File: src/rtl/add_multicycle.sv
// add_multicycle: chunk-serial adder/subtractor with a start/done handshake.
// Handles CHUNK_WIDTH bits per cycle, keeping the ripple carry in a register
// between chunks. Rd and the flags change only when an operation completes.
module add_multicycle #(
  parameter int DATA_WIDTH  = 32,
  parameter int CHUNK_WIDTH = 8
) (
  input  logic                  clk,
  input  logic                  reset,
  input  logic                  start,
  input  logic                  Sub,
  input  logic [DATA_WIDTH-1:0] SrcA,
  input  logic [DATA_WIDTH-1:0] SrcB,
  output logic                  ready,
  output logic                  done,
  output logic [DATA_WIDTH-1:0] Rd,
  output logic                  Cout,
  output logic                  Overflow,
  output logic                  Zero
);

  localparam int NUM_CHUNKS = (CHUNK_WIDTH > 0) ? (DATA_WIDTH + CHUNK_WIDTH - 1) / CHUNK_WIDTH : 1;
  localparam int PAD_WIDTH  = NUM_CHUNKS * CHUNK_WIDTH;
  localparam int CNT_WIDTH  = (NUM_CHUNKS > 1) ? $clog2(NUM_CHUNKS) : 1;
  localparam logic [CNT_WIDTH-1:0] LAST_CHUNK = CNT_WIDTH'(NUM_CHUNKS - 1);

  // Reject illegal widths when the design is elaborated.
  if (DATA_WIDTH < 1) begin : gBadDataWidth
    $error("add_multicycle: DATA_WIDTH must be >= 1");
  end
  if (CHUNK_WIDTH < 1 || CHUNK_WIDTH > DATA_WIDTH) begin : gBadChunkWidth
    $error("add_multicycle: CHUNK_WIDTH must be in 1..DATA_WIDTH");
  end

  typedef enum logic [1:0] {
    S_IDLE = 2'd0,
    S_RUN  = 2'd1,
    S_DONE = 2'd2
  } stateT;

  stateT state;
  stateT nextState;

  // Operands are right-shifted one chunk per cycle so the active chunk is
  // always in the low bits; the sum is assembled from the top downwards.
  logic [PAD_WIDTH-1:0]   aReg;
  logic [PAD_WIDTH-1:0]   bReg;
  logic [PAD_WIDTH-1:0]   sumReg;
  logic                   carryReg;
  logic [CNT_WIDTH-1:0]   chunkCnt;
  logic                   aMsb;
  logic                   bMsb;

  logic [DATA_WIDTH-1:0]  bSel;
  logic [CHUNK_WIDTH:0]   chunkSum;
  logic [PAD_WIDTH-1:0]   sumShifted;
  logic [PAD_WIDTH:0]     fullSum;
  logic                   lastChunk;
  logic                   accept;

  assign accept    = (state == S_IDLE) && start;
  assign lastChunk = (chunkCnt == LAST_CHUNK);
  // Subtraction is A + ~B + 1; the +1 enters as the initial carry.
  assign bSel      = Sub ? ~SrcB : SrcB;

  // One chunk of the ripple addition plus the sum register as it will look
  // after this cycle; on the last chunk that is the complete padded sum.
  always_comb begin
    chunkSum   = {1'b0, aReg[CHUNK_WIDTH-1:0]}
               + {1'b0, bReg[CHUNK_WIDTH-1:0]}
               + {{CHUNK_WIDTH{1'b0}}, carryReg};
    sumShifted = (sumReg >> CHUNK_WIDTH)
               | (PAD_WIDTH'(chunkSum[CHUNK_WIDTH-1:0]) << (PAD_WIDTH - CHUNK_WIDTH));
    // With an exact fit the top bit is the final carry; otherwise the carry
    // has already rippled into padded bit DATA_WIDTH of the sum.
    fullSum    = {chunkSum[CHUNK_WIDTH], sumShifted};
  end

  // State register.
  // NOTE: sequential state uses non-blocking assignments so every register
  // samples pre-edge values regardless of block ordering.
  always_ff @(posedge clk or posedge reset) begin
    if (reset) begin
      state <= S_IDLE;
    end else begin
      state <= nextState;
    end
  end

  // Next-state logic: IDLE -> RUN -> DONE -> IDLE.
  // NOTE: every always_comb output gets a default first, so no path can
  // leave it unassigned and infer a latch.
  always_comb begin
    nextState = state;
    case (state)
      S_IDLE:  if (start) nextState = S_RUN;
      S_RUN:   if (lastChunk) nextState = S_DONE;
      S_DONE:  nextState = S_IDLE;
      default: nextState = S_IDLE;
    endcase
  end

  // Handshake outputs decoded from the state.
  always_comb begin
    ready = 1'b0;
    done  = 1'b0;
    case (state)
      S_IDLE:  ready = 1'b1;
      S_DONE:  done  = 1'b1;
      default: ;
    endcase
  end

  // Datapath: capture operands on accept, add one chunk per RUN cycle, and
  // publish Rd and flags only on the final chunk.
  always_ff @(posedge clk or posedge reset) begin
    if (reset) begin
      aReg     <= '0;
      bReg     <= '0;
      sumReg   <= '0;
      carryReg <= 1'b0;
      chunkCnt <= '0;
      aMsb     <= 1'b0;
      bMsb     <= 1'b0;
      Rd       <= '0;
      Cout     <= 1'b0;
      Overflow <= 1'b0;
      Zero     <= 1'b0;
    end else if (accept) begin
      aReg     <= PAD_WIDTH'(SrcA);
      bReg     <= PAD_WIDTH'(bSel);
      carryReg <= Sub;
      chunkCnt <= '0;
      aMsb     <= SrcA[DATA_WIDTH-1];
      bMsb     <= bSel[DATA_WIDTH-1];
    end else if (state == S_RUN) begin
      aReg     <= aReg >> CHUNK_WIDTH;
      bReg     <= bReg >> CHUNK_WIDTH;
      sumReg   <= sumShifted;
      carryReg <= chunkSum[CHUNK_WIDTH];
      chunkCnt <= chunkCnt + CNT_WIDTH'(1);
      if (lastChunk) begin
        Rd       <= fullSum[DATA_WIDTH-1:0];
        Cout     <= fullSum[DATA_WIDTH];
        Overflow <= (aMsb == bMsb) && (fullSum[DATA_WIDTH-1] != aMsb);
        Zero     <= (fullSum[DATA_WIDTH-1:0] == '0);
      end
    end
  end

endmodule
File: config.mk
export PLATFORM = sky130hd
export DESIGN_NAME = add_multicycle
export DESIGN_NICKNAME = d
export VERILOG_FILES = /design/src/rtl/add_multicycle.sv
export SDC_FILE = /design/constraint.sdc
export NUM_CORES = 1
export LEC_CHECK = 0
export BUFFER_PORTS_ARGS = -buffer_cell sky130_fd_sc_hd__buf_2
export CORE_ASPECT_RATIO = 0.8
export CORE_MARGIN = 2
export CORE_UTILIZATION = 50
export DETAILED_ROUTE_END_ITERATION = 10
export PLACE_DENSITY = 0.86
export SETUP_SLACK_MARGIN = 0.02
export SYNTH_ARGS = -nofsm -noshare
export SYNTH_HDL_FRONTEND = slang
export SYNTH_SLANG_ARGS = --single-unit
File: constraint.sdc
create_clock -name clk -period 4 [get_ports clk]
set_clock_uncertainty 0.1 [all_clocks]
set_input_delay 0.8 -clock clk [delete_from_list [all_inputs] [get_ports clk]]
set_output_delay 0.8 -clock clk [all_outputs]
set_load 0.005 [all_outputs]
== Word-level counts from Yosys, hierarchy flattened ==
Cells that the tools add are included.
Operators by class
  $add $sub $neg: 3
  eq/ne operators: 7
  mux-type cells: 14
  bitwise logic cells: 3
  reductions and logical operators: 8
Operator list (number)
  $mux 32: 5
  $logic_not 32->1: 1
  $not 32->32: 1
  $or 24x32->32: 1
  $add 8x8->9: 1
  $add 9x1->9: 1
  $mux 2: 4
  $eq 2x2->1 const B: 2
  $mux 1: 4
  $ne 2x2->1 const B: 2
  $pmux 2 s2: 1
  $reduce_and 2->1: 2
  $reduce_and 3->1: 1
  $add 2x1->2 const B: 1
  $eq 2x1->1 const B: 1
  $logic_and 1x1->1: 2
  $logic_not 2->1: 1
  $reduce_bool 2->1: 1
  $eq 1x1->1: 1
  $ne 1x1->1: 1
  $not 1->1: 1
Word-level totals
  bits in registers: 138
  output and inout port bits: 37

== Logic depth before layout (Yosys ltp) ==
Gate-level depths: netlist of the first run.
  word-level depth: 5
  depth in mapped cells: 9
  gate-level depth less buffers: 9

== Least setup slack after synthesis of the first run ==
OpenSTA, ideal clock, no wires.
  path kind: register to register
  start: reg aReg[0]
  end: reg Zero
  arrival time: 1.904 ns
  data required time: 3.808 ns
  path slack: 1.904 ns
  stages on the path, launching flop included: 10
  buffers on the path: 0
  path through: dfrtp_1 > fa_1 > inv_1 > fa_1 > nor2b_1 > o311ai_1 > nand2_1 > o311ai_1 > nand2_1 > o31ai_2
On the way
  longest elaborated chain between the ends: 4
RTL lines
  start: declaration: line 46  | logic [PAD_WIDTH-1:0] aReg;
  start signal: assignment: line 130  | aReg <= PAD_WIDTH'(SrcA);
  start signal: assignment: line 137  | aReg <= aReg >> CHUNK_WIDTH;
  $add 8x8->9: line 70  | + {1'b0, bReg[CHUNK_WIDTH-1:0]}
  $add 9x1->9: line 71  | + {{CHUNK_WIDTH{1'b0}}, carryReg};
  $or 24x32->32: line 73  | | (PAD_WIDTH'(chunkSum[CHUNK_WIDTH-1:0]) << (PAD_WIDTH - CHUNK_WIDTH));
  $logic_not 32->1: line 146  | Zero <= (fullSum[DATA_WIDTH-1:0] == '0);
  end signal: assignment: line 146
  end: declaration: line 19  | output logic Zero
Every way passes these cells.
A chain may end at the register's enable or synchronous reset.

== Worst setup path after layout of the first run ==
  start: reg aReg[0]
  end: reg carryReg
On the way
  longest elaborated chain between the ends: 4
RTL lines
  $add 8x8->9: line 70
  $add 9x1->9: line 71
  $mux 1: line 136  | end else if (state == S_RUN) begin
  $mux 1: line 129  | end else if (accept) begin
  end signal: assignment: line 132  | carryReg <= Sub;
  end signal: assignment: line 140  | carryReg <= chunkSum[CHUNK_WIDTH];
  end: declaration: line 49  | logic carryReg;
Every way passes these cells. The select of a mux whose other input is x is not followed.

==> impl_metrics.csv, run 1 <==
group,metric,value,unit
run_status,outcome,"complete, no violations",
hold_path,whs_path_depth,2,
pwr,p_seq_frac,0.378,
timing,period_share,0.638,
pwr,p_switching,2.34,mW
pwr,vdd_drop_max,463,uV
pwr,clockPowerShare,0.257,
floorplan,start_util,0.507,
routing,drt-met1-wl,5.84,mm
job,timing.max_cap.violations,0,
logic_synthesis,syn-num-nets,625,
timing,max-slew-margin-rel,0.185,
timing,setup_viol,0,
routing,avgRoutedWirePerCell,17.1,um
timing,period_minus_slack,2550,ps
floorplan,ios,105,
clock_network,cts_root_buf,"clkbuf_16",
logic_synthesis,synthArstFlopShare,1.00,
layout,final_nets,716,
layout,final_cells,798,
logic_synthesis,synth.avg_cell_area,10.6,um2
clock_network,clkTransAtPathRegs,60,ps
global_routing,grt_pass1_wl,21.7,mm
setup_path,worstSetupEndpointType,"flip-flop",
timing,tightest_slew,1220,ps
placed_design,portBuffers,104,
clock_network,holdBufCountCts,0,
clock_network,cts_buffers,17,
logic_synthesis,synth_edf_count,0,
logic_synthesis,synth_area_leaders,"dfrtp_1 (56%), nand2_1 (9.2%), xnor2_1 (5.0%)",
clock_network,cts.sinks,130,
logic_synthesis,synthSimpleGateAreaFrac,0.146,
clock_network,clk_latency,420,ps
pwr,p_sw_frac,0.377,
routing,top_layer,"met5",
floorplan,die_w,124,um
setup_path,arrival,2720,ps
routing,met2_wirelength,6.41,mm
global_routing,grt_pass1_vias,4335,
routing,via_per_inst,5.63,
logic_synthesis,synth_top_cell_area_share,0.563,
logic_synthesis,synth-main-ff-cell,"dfrtp_1",
routing,drc_errors,0,
floorplan,die_h,100,um
routing,ant_nets,0,
layout,diodes,0,
layout,layout_commonest_cell,"nand2_1",
logic_synthesis,ys_ff_latch,130,
timing,tns,0,ps
timing,rsz0062_at_grt,"no",
routing,drtIter0Drc,380,
pwr,p_int,3.87,mW
setup_path,crit_type,"flip-flop to flip-flop",
layout,area_growth,21.4,%
layout,fin_util,0.616,
timing,holdWs,379,ps
timing,timing.final.hold_violations,0,
clock_network,cts_buffer_depth,2,
routing,wirelength,13.6,mm
clock_network,cts_tree,"built",
routing,dr.pass1.iters,5,
layout,layout_common_cells,"nand2_1 (141), dfrtp_1 (130), buf_2 (104)",
logic_synthesis,synthXorXnorAreaFrac,0.0589,
timing,fmax,392,MHz
setup_path,r2r_start,"aReg[0]$_DFFE_PP0P_",
global_routing,globalRoute.totalOverflow,0,
layout,drive_above_1_share,0.252,
pwr,combPwrFrac,0.365,
logic_synthesis,synthCells,547,
setup_path,cp-start-kind,"flip-flop",
floorplan,design.die.area,12400,um2
clock_network,postCtsResizedCells,0,
global_routing,grt_start_max_net_pins,51,
logic_synthesis,synth_adder_area_share,0.0243,
hold_path,min_from,"aReg[20]$_DFFE_PP0P_",
pwr,p_total,6.21,mW
placed_design,hpwl,9.05,mm
setup_path,rr_worst_depth,9,
logic_synthesis,yosys.area.top_type,"dfrtp_1",
layout,fillers,877,
logic_synthesis,synth_mux_area_frac,0.0487,
global_routing,antenna_found_initial,2,
setup_path,cp-startpoint,"aReg[0]$_DFFE_PP0P_",
routing,dr_wl_met3,1.02,mm
hold_path,hp-class,"flip-flop to flip-flop",
logic_synthesis,yosys_warnings,0,
timing,slew_viol_final,0,
routing,vias,4489,
placed_design,dp_cells,767,
floorplan,coreArea,11400,um2
clock_network,cts_setup_buffers,0,
pwr,powerDensity,886,nW/um2
setup_path,worstPathMaxFanout,2,
logic_synthesis,synth_compound_area_frac,0.127,
logic_synthesis,synth_top_family_by_area,"simple AND/OR/NAND/NOR gates",
clock_network,htreeDepth,4,
logic_synthesis,synthesis.area,5780,um2
logic_synthesis,ys_seq_area_frac,0.563,
floorplan,row_count,35,
setup_path,required,4170,ps
global_routing,track_usage,0.232,
placed_design,place.gp.congestion,0.818,
pwr,p_leak,3.42,nW
logic_synthesis,synth_cell_types,48,
stage by stage:
step	area (um2)	worst slack, ps
floorplan	5780	1490
global placement	6400	1430
detailed placement	6400	1350
CTS	7010	1480
global route	7010	1250
finish	7010	1450
final timing paths:
| check | to | slack (ps) |
|---|---|---|
| worst min register to register | aReg[20]$_DFFE_PP0P_ | 380 |
| max in group asynchronous | Rd[23]$_DFFE_PP0P_ | 2520 |
| min in group asynchronous | aReg[26]$_DFFE_PP0P_ | 500 |
| worst max-delay path | carryReg$_DFFE_PP0P_ | 1450 |
| worst min-delay path | aReg[20]$_DFFE_PP0P_ | 380 |
| worst max register to register | carryReg$_DFFE_PP0P_ | 1450 |
state kept, by name, indices dropped and copies added, names as in the netlist:
name,flops
Zero,1
Rd,32
state,2
aMsb,1
Overflow,1
chunkCnt,2
aReg,32
Cout,1
bReg,32
bMsb,1
carryReg,1
sumReg,24
power groups by stage:
stage	logic, mW	clock network, mW	registers (mW)
2_1_floorplan	1.67	0	2.22
3_3_place_gp	2.12	0	2.31
3_5_place_dp	2.23	0	2.35
4_1_cts	2.26	1.61	2.34
5_1_grt	2.54	1.68	2.41
6_report	2.26	1.60	2.35
area by class of cell:
type                       count  area, um2  area share
sequential                   130       3250       0.464
timing repair buffer         109        583      0.0832
multi-input combinational    375       2360       0.336
clock inverter                12        158      0.0225
clock buffer                  19        453      0.0646
tap                          148        185      0.0264
inverter                       5       22.5     0.00321
logic make-up (layout without fill, tap and decap cells):
kind of cell | after synthesis | after routing
AND/OR/NAND/NOR | 204 | 204
flip-flops | 130 | 130
AO/OA/AOI/OAI | 98 | 98
buffers and inverters | 42 | 145
XOR/XNOR | 38 | 38
multiplexers | 25 | 25
adder cells (fa/ha/maj) | 10 | 10
critical path, cell delays in order, from the launching register on:
cell,delay [ps]
dfrtp_1,400
fa_1,470
inv_1,90
fa_1,210
nor2b_1,70
o311ai_1,410
a21o_1,210
nand2b_1,70
a21oi_1,270
o21ai_1,100
synth_stat cells (3+ instances only):
cell type and number:
nand3_1 8, buf_2 16, nor3_1 3, ha_1 8, a22oi_1 24, mux2_1 15, xor2_1 4, o21ai_0 26
xnor2_1 33, clkbuf_1 18, nor2_1 29, inv_1 4, a221o_1 25, nor4_1 5, dfrtp_1 130, nor2b_1 4
nand2_1 141, mux2_2 10, o21ai_1 10
per-layer routing:
layer / vias up / track usage
met5: - / 0
met4: 2 / 0.0856
met3: 36 / 0.0676
met2: 213 / 0.356
met1: 2172 / 0.315
li1: 2066 / -
Note: power is estimated with default switching activity, not from simulation.
==> run 2, diff against run 1 <==
ABC_AREA = 1   (was not set)
CORE_UTILIZATION = 51   (was 50)
PLACE_DENSITY = 0.87   (was 0.86)
clock period = 2.05 ns   (was 4 ns; I/O delays follow)
==> run 2 against run 1 <==
Against the previous run: the flow now finishes with violations (negative setup slack); die area increased by 2.2%; cell area is 4.9% higher; count of clock-buffer cells in the layout is 1 higher; utilization is 2.3 points higher; clock power up 89%; flip-flop and latch count unchanged; combinational power rose by 130%; synthesized cell count is 18% higher; first-iteration DRC count is 26% higher; critical path depth up 4; highest routed layer is now met4.
==> impl_metrics.csv, run 2 <==
group,metric,value,unit
floorplan,ios,105,
clock_network,cts_buffers,17,
placed_design,hpwl,9.60,mm
setup_path,critPathBufInv,2,
pwr,p_leak,3.70,nW
floorplan,row_count,35,
layout,layout_commonest_cell,"nand2_1",
run_status,failed_checks,"negative setup slack",
setup_path,cp.depth,13,
logic_synthesis,ys_seq_area_frac,0.540,
clock_network,cts_root_buf,"clkbuf_16",
logic_synthesis,synth_most_common_cell,"nand2_1",
hold_path,hp-class,"input port to flip-flop",
routing,ant_nets,0,
logic_synthesis,synth_area_leaders,"dfrtp_1 (54%), nand2_1 (12%), inv_1 (4.8%)",
timing,setup_viol,1,
timing,timing.final.hold_violations,0,
setup_path,slowest_delay,410,ps
timing,max-slew-margin-rel,0.659,
logic_synthesis,syn-num-nets,722,
floorplan,die_w,126,um
job,timing.max_cap.violations,0,
logic_synthesis,synth_edf_count,0,
timing,rsz0062_at_grt,"yes",
pwr,powerDensity,1710,nW/um2
setup_path,required,2300,ps
clock_network,clkTransAtPathRegs,60,ps
timing,slew_viol_final,0,
global_routing,grt_start_max_net_pins,48,
layout,layout_common_cells,"nand2_1 (186), dfrtp_1 (130), buf_2 (104)",
floorplan,start_util,0.523,
logic_synthesis,yosys.area.top_type,"dfrtp_1",
setup_path,crit_type,"flip-flop to flip-flop",
placed_design,place.gp.congestion,0.873,
global_routing,track_usage,0.236,
setup_path,arrival,2350,ps
timing,tns,-55.4,ps
logic_synthesis,synthCells,644,
global_routing,grt_pass1_wl,23.7,mm
setup_path,rr_worst_depth,13,
setup_path,cpMostUsedCell,"nand2_1",
run_status,outcome,"finished, violations left",
setup_path,critPathTopFamily,"simple AND/OR/NAND/NOR gates",
setup_path,cp-start-kind,"flip-flop",
setup_path,worstPathMaxFanout,3,
clock_network,clk_latency,410,ps
logic_synthesis,synthArstFlopShare,1.00,
logic_synthesis,ys_ff_latch,130,
logic_synthesis,synth-main-ff-cell,"dfrtp_1",
routing,vias,4927,
placed_design,portBuffers,104,
setup_path,crit_path_top_delay_cell,"fa_2",
routing,via_per_inst,5.41,
logic_synthesis,synth_common_cells,"nand2_1 (188), dfrtp_1 (130), inv_1 (77), o21ai_0 (41), nor2_1 (25)",
logic_synthesis,synth_top_cell_area_share,0.540,
clock_network,htreeDepth,4,
floorplan,coreArea,11500,um2
routing,avgRoutedWirePerCell,15.7,um
timing,fin_ws,-55.4,ps
floorplan,design.die.area,12700,um2
pwr,p_total,12.6,mW
timing,fmax,475,MHz
pwr,vdd_drop_max,908,uV
hold_path,whs_path_depth,3,
clock_network,cts.sinks,130,
layout,final_nets,829,
clock_network,cts_buffer_depth,2,
layout,area_growth,22.0,%
timing,period_share,1.03,
logic_synthesis,synthesis.area,6030,um2
routing,drtIter0Drc,479,
floorplan,die_h,101,um
routing,wirelength,14.3,mm
layout,reg.largest.list,"Rd: 32 flops, aReg: 32 flops, bReg: 32 flops",
global_routing,globalRoute.totalOverflow,0,
logic_synthesis,synth.avg_cell_area,9.36,um2
routing,dr.pass1.iters,5,
logic_synthesis,synth_cell_types,37,
logic_synthesis,yosys_warnings,0,
routing,drc_errors,0,
global_routing,grt_pass1_vias,4897,
layout,diodes,0,
layout,drive_above_1_share,0.254,
setup_path,worstSetupEndpointType,"flip-flop",
timing,tightest_slew,512,ps
setup_path,path_cells,"fa_2 > inv_2 > fa_2 > inv_2 > nand3_2 > nand2_2 > nand2_1 > nand2_1 > nor2_1 > nand2_1 > nor2_1 > nand3_1 > nand2_1",
timing,period_minus_slack,2110,ps
timing,holdWs,106,ps
clock_network,cts_tree,"built",
global_routing,antenna_found_initial,0,
[run 2: cell count changes in the layout (fill, tap and decap cells not counted), sizes merged, moves of 15 or more]
cell	previous run	this run
a221o	25	0
a22oi	24	9
inv	5	80
mux2	25	0
nand2	142	189
o21ai	36	57
o221ai	0	32
xnor2	33	15
[run 2: timing repair]
item / in CTS / in global routing
pin swaps: 0 / 3
endpoints found under the hold margin: 8 / 0
gates resized for setup: 3 / 8
setup endpoints to repair: 3 / 4
setup buffers: 1 / 0
hold buffers: 1 / 0
[run 2: logic make-up (layout without fill, tap and decap cells)]
logic type / Yosys count / count (layout) / synth area share
and+or+nand+nor: 240 / 240 / 0.161
DFF: 130 / 130 / 0.540
AOI/OAI and AO/OA: 123 / 123 / 0.158
buffers and inverters: 115 / 234 / 0.0803
xor gates and xnor gates: 26 / 26 / 0.0378
adders and majority gates: 10 / 10 / 0.0232
[run 2: layout make-up]
type                       instances  area [um2]
fill                             938        4160
sequential                       130        3250
multi-input combinational        399        2310
timing repair buffer             122         708
clock buffer                      20         447
inverter                          81         310
tap                              148         185
clock inverter                    11         138
[run 2: final timing paths]
path,from,end,slack [ps]
hold reg to reg,Rd[7]$_DFFE_PP0P_,Rd[7]$_DFFE_PP0P_,380
min in group asynchronous,reset,sumReg[19]$_DFFE_PP0P_,420
max in group asynchronous,reset,aMsb$_DFFE_PP0P_,890
setup / recovery,aReg[0]$_DFFE_PP0P_,Zero$_DFFE_PP0P_,-60
setup reg to reg,aReg[0]$_DFFE_PP0P_,Zero$_DFFE_PP0P_,-60
hold / removal,SrcA[19],aReg[19]$_DFFE_PP0P_,110
[run 2: power by group]
part           leakage (nW)  internal, mW  total, mW  switching, mW
logic                  1.77          1.94       5.19           3.25
registers              1.64          3.75       4.39          0.642
clock network         0.281          1.92       3.02           1.09
total                  3.70          7.61       12.6           4.98
[run 2: stage by stage]
step / setup slack, ps / util / area [um2] / cells
final: -55.4 / 0.638 / 7350 / 911
after CTS: 6.93 / 0.637 / 7340 / 911
after detailed placement: -40.2 / 0.584 / 6730 / 878
after global placement: 42.0 / 0.584 / 6730 / 878
after floorplan: -69.2 / - / 6030 / 644
after global routing: -154 / 0.638 / 7350 / 911
[run 2: worst min-delay path: cells and delay by family]
kind / cells / cell delay [ps]
buf+inv: 1 / 70
simple gates: 1 / 40
compound gates: 1 / 50
[run 2: routing by layer]
layer	share of wire	up-vias	global-route usage	routed length [um]
met3	0.069	30	0.0560	991
li1	-	2314	-	-
met4	0.019	0	0.0838	277
met2	0.48	226	0.390	6900
met5	0	-	0	0
met1	0.43	2357	0.311	6140
==> run 3, diff against run 2 <==
--- a/config.mk
+++ b/config.mk
@@ -13,2 +13,3 @@
 export DETAILED_ROUTE_END_ITERATION = 10
+export GPL_TIMING_DRIVEN = 0
 export PLACE_DENSITY = 0.87
==> constraint.sdc (replaced) <==
create_clock -name clk -period 2.05 [get_ports clk]
set_clock_uncertainty 0.1 [all_clocks]
set_input_delay 0.5125 -clock clk [delete_from_list [all_inputs] [get_ports clk]]
set_output_delay 0.5125 -clock clk [all_outputs]
set_load 0.005 [all_outputs]
==> run 3 against run 2 <==
Against the previous run: the run still ends with negative setup slack left; flip-flop and latch count is the same; die area unchanged; sequential share of layout area shrank 0.81 points; non-clock buffer count is 21 higher; clock power up 9.6%; routed wire length up 5.3%; sequential power is essentially flat; count of clock-buffer cells in the layout is 4 higher; global-route usage increased by 1.4 points; largest power group unchanged; largest cell class unchanged; setup slack worse by 39 ps; highest routed layer unchanged; power grew 3.7%; cell count grew 2.4%.
==> impl_metrics.csv, run 3 (synthesis results as in run 2) <==
group,metric,value,unit
routing,ant_nets,0,
setup_path,rr_worst_depth,13,
global_routing,antenna_found_initial,0,
clock_network,cts_root_buf,"clkbuf_16",
layout,seqCellArea,3250,um2
floorplan,start_util,0.523,
layout,area_growth,24.3,%
placed_design,hpwl,10.6,mm
clock_network,clkTransAtPathRegs,60,ps
setup_path,worstSetupEndpointType,"flip-flop",
floorplan,design.die.area,12700,um2
run_status,failed_checks,"negative setup slack",
clock_network,cts_tree,"built",
routing,via_per_inst,5.33,
setup_path,cp-start-kind,"flip-flop",
timing,setup_viol,1,
global_routing,grt_pass1_wl,24.7,mm
timing,holdWs,197,ps
clock_network,cts_buffer_depth,2,
pwr,vdd_drop_max,855,uV
setup_path,crit_type,"flip-flop to flip-flop",
floorplan,die_w,126,um
layout,drive_above_1_share,0.259,
floorplan,die_h,101,um
routing,vias,4976,
clock_network,cts_buffers,17,
setup_path,arrival,2410,ps
routing,dr_wl_met3,910,um
setup_path,worstPathMaxFanout,2,
routing,drtIter0Drc,397,
job,timing.max_cap.violations,0,
pwr,powerDensity,1740,nW/um2
layout,fillers,894,
timing,tightest_slew,575,ps
setup_path,r2r-end,"Zero$_DFFE_PP0P_",
placed_design,portBuffers,103,
timing,fin_ws,-94.3,ps
pwr,p_leak,3.77,nW
pwr,p_total,13.1,mW
clock_network,cts.sinks,130,
clock_network,htreeDepth,4,
floorplan,coreArea,11500,um2
timing,period_share,1.05,
layout,layout_commonest_cell,"nand2_1",
routing,drt-met1-wl,6.81,mm
global_routing,grt_pass1_vias,4934,
setup_path,cp-startpoint,"aReg[0]$_DFFE_PP0P_",
global_routing,track_usage,0.250,
routing,drc_errors,0,
layout,reg.largest.list,"Rd: 32 flops, aReg: 32 flops, bReg: 32 flops",
floorplan,row_count,35,
setup_path,required,2310,ps
hold_path,hold_end,"aReg[19]$_DFFE_PP0P_",
layout,fin_util,0.650,
routing,avgRoutedWirePerCell,16.2,um
setup_path,r2r_start,"aReg[0]$_DFFE_PP0P_",
timing,max-slew-margin-rel,0.617,
hold_path,hp-class,"input port to flip-flop",
placed_design,place.gp.congestion,0.896,
global_routing,globalRoute.totalOverflow,0,
layout,diodes,0,
timing,timing.final.hold_violations,0,
clock_network,clk_latency,420,ps
layout,layout_common_cells,"nand2_1 (187), dfrtp_1 (130), buf_2 (122)",
floorplan,ios,105,
global_routing,grt_start_max_net_pins,43,
run_status,outcome,"finished, violations left",
hold_path,whs_path_depth,3,
layout,final_nets,850,
placed_design,dp_cells,898,
routing,dr.pass1.iters,6,
routing,wirelength,15.1,mm
hold_path,min_from,"SrcA[19]",
layout,multi_input_area,2310,um2
timing,slew_viol_final,0,
routing,met2_wirelength,7.12,mm
timing,rsz0062_at_grt,"yes",
placed_design,dp_slack,-111,ps
timing,fmax,466,MHz
layout,final_cells,933,
timing,period_minus_slack,2140,ps
setup_path,reg2reg_slack,-90,ps
routing,top_layer,"met4",
-- run 3: changes by cell type in the layout (fill, tap and decap cells not counted), moves of 3 or more --
| cell | change |
|---|---|
| buf_2 | +18 |
| clkbuf_1 | +11 |
| buf_4 | -10 |
| clkbuf_8 | +4 |
| clkinv_2 | -4 |
| buf_6 | +3 |
-- run 3: routing by layer --
layer	GRT usage	vias to the layer above
met5	0	-
met4	0.0897	0
met3	0.0544	24
met2	0.409	190
met1	0.335	2401
li1	-	2361
-- run 3: worst max path at each step --
stage,end,slack [ps],depth (start not counted)
after floorplan,Cout$_DFFE_PP0P_,-170,1
after global placement,bReg[23]$_DFFE_PP0P_,-940,2
after detailed placement,Zero$_DFFE_PP0P_,-110,13
after CTS,Zero$_DFFE_PP0P_,-90,13
after global routing,Zero$_DFFE_PP0P_,-230,13
final,Zero$_DFFE_PP0P_,-90,13
-- run 3: layout make-up --
cell class / count / area share
Clock buffer: 24 / 0.0670
Buffer: 34 / 0.0237
Multi-Input combinational cell: 399 / 0.309
Sequential cell: 130 / 0.434
Timing Repair Buffer: 109 / 0.0802
Clock inverter: 8 / 0.0197
Tap cell: 148 / 0.0247
Inverter: 81 / 0.0414
-- run 3: critical path, stage by stage, from the launching register on --
cell and delay (ps):
dfrtp_1 400, fa_2 240, inv_2 40, fa_2 560, inv_1 40, nor2_1 100
nand3_1 80, nor2_1 90, nand2_1 50, nor2_1 90, nand2_1 60, nor2_1 90
nand3_1 90, nand2_1 70
-- run 3: stage by stage --
stage                     setup TNS [ps]  area [um2]
after floorplan                   -22320        6030
after global placement           -121480        6730
after detailed placement            -225        6790
after CTS                          -85.2        7490
after global routing                -243        7490
final                              -94.3        7490
-- run 3: repair_timing --
| item | 4_1_cts | 5_1_grt |
|---|---|---|
| hold buffers | 1 | 0 |
| pin swaps | 3 | 1 |
| setup endpoints to repair | 3 | 3 |
| endpoints found under the hold margin | 14 | 0 |
| setup buffers | 2 | 0 |
| gates resized for setup | 6 | 2 |
-- run 3: report_power, final --
part	leakage (nW)	switching, mW	internal (mW)	total (mW)
logic	1.82	3.34	2.02	5.37
clock network	0.309	1.12	2.20	3.31
registers	1.64	0.636	3.75	4.38
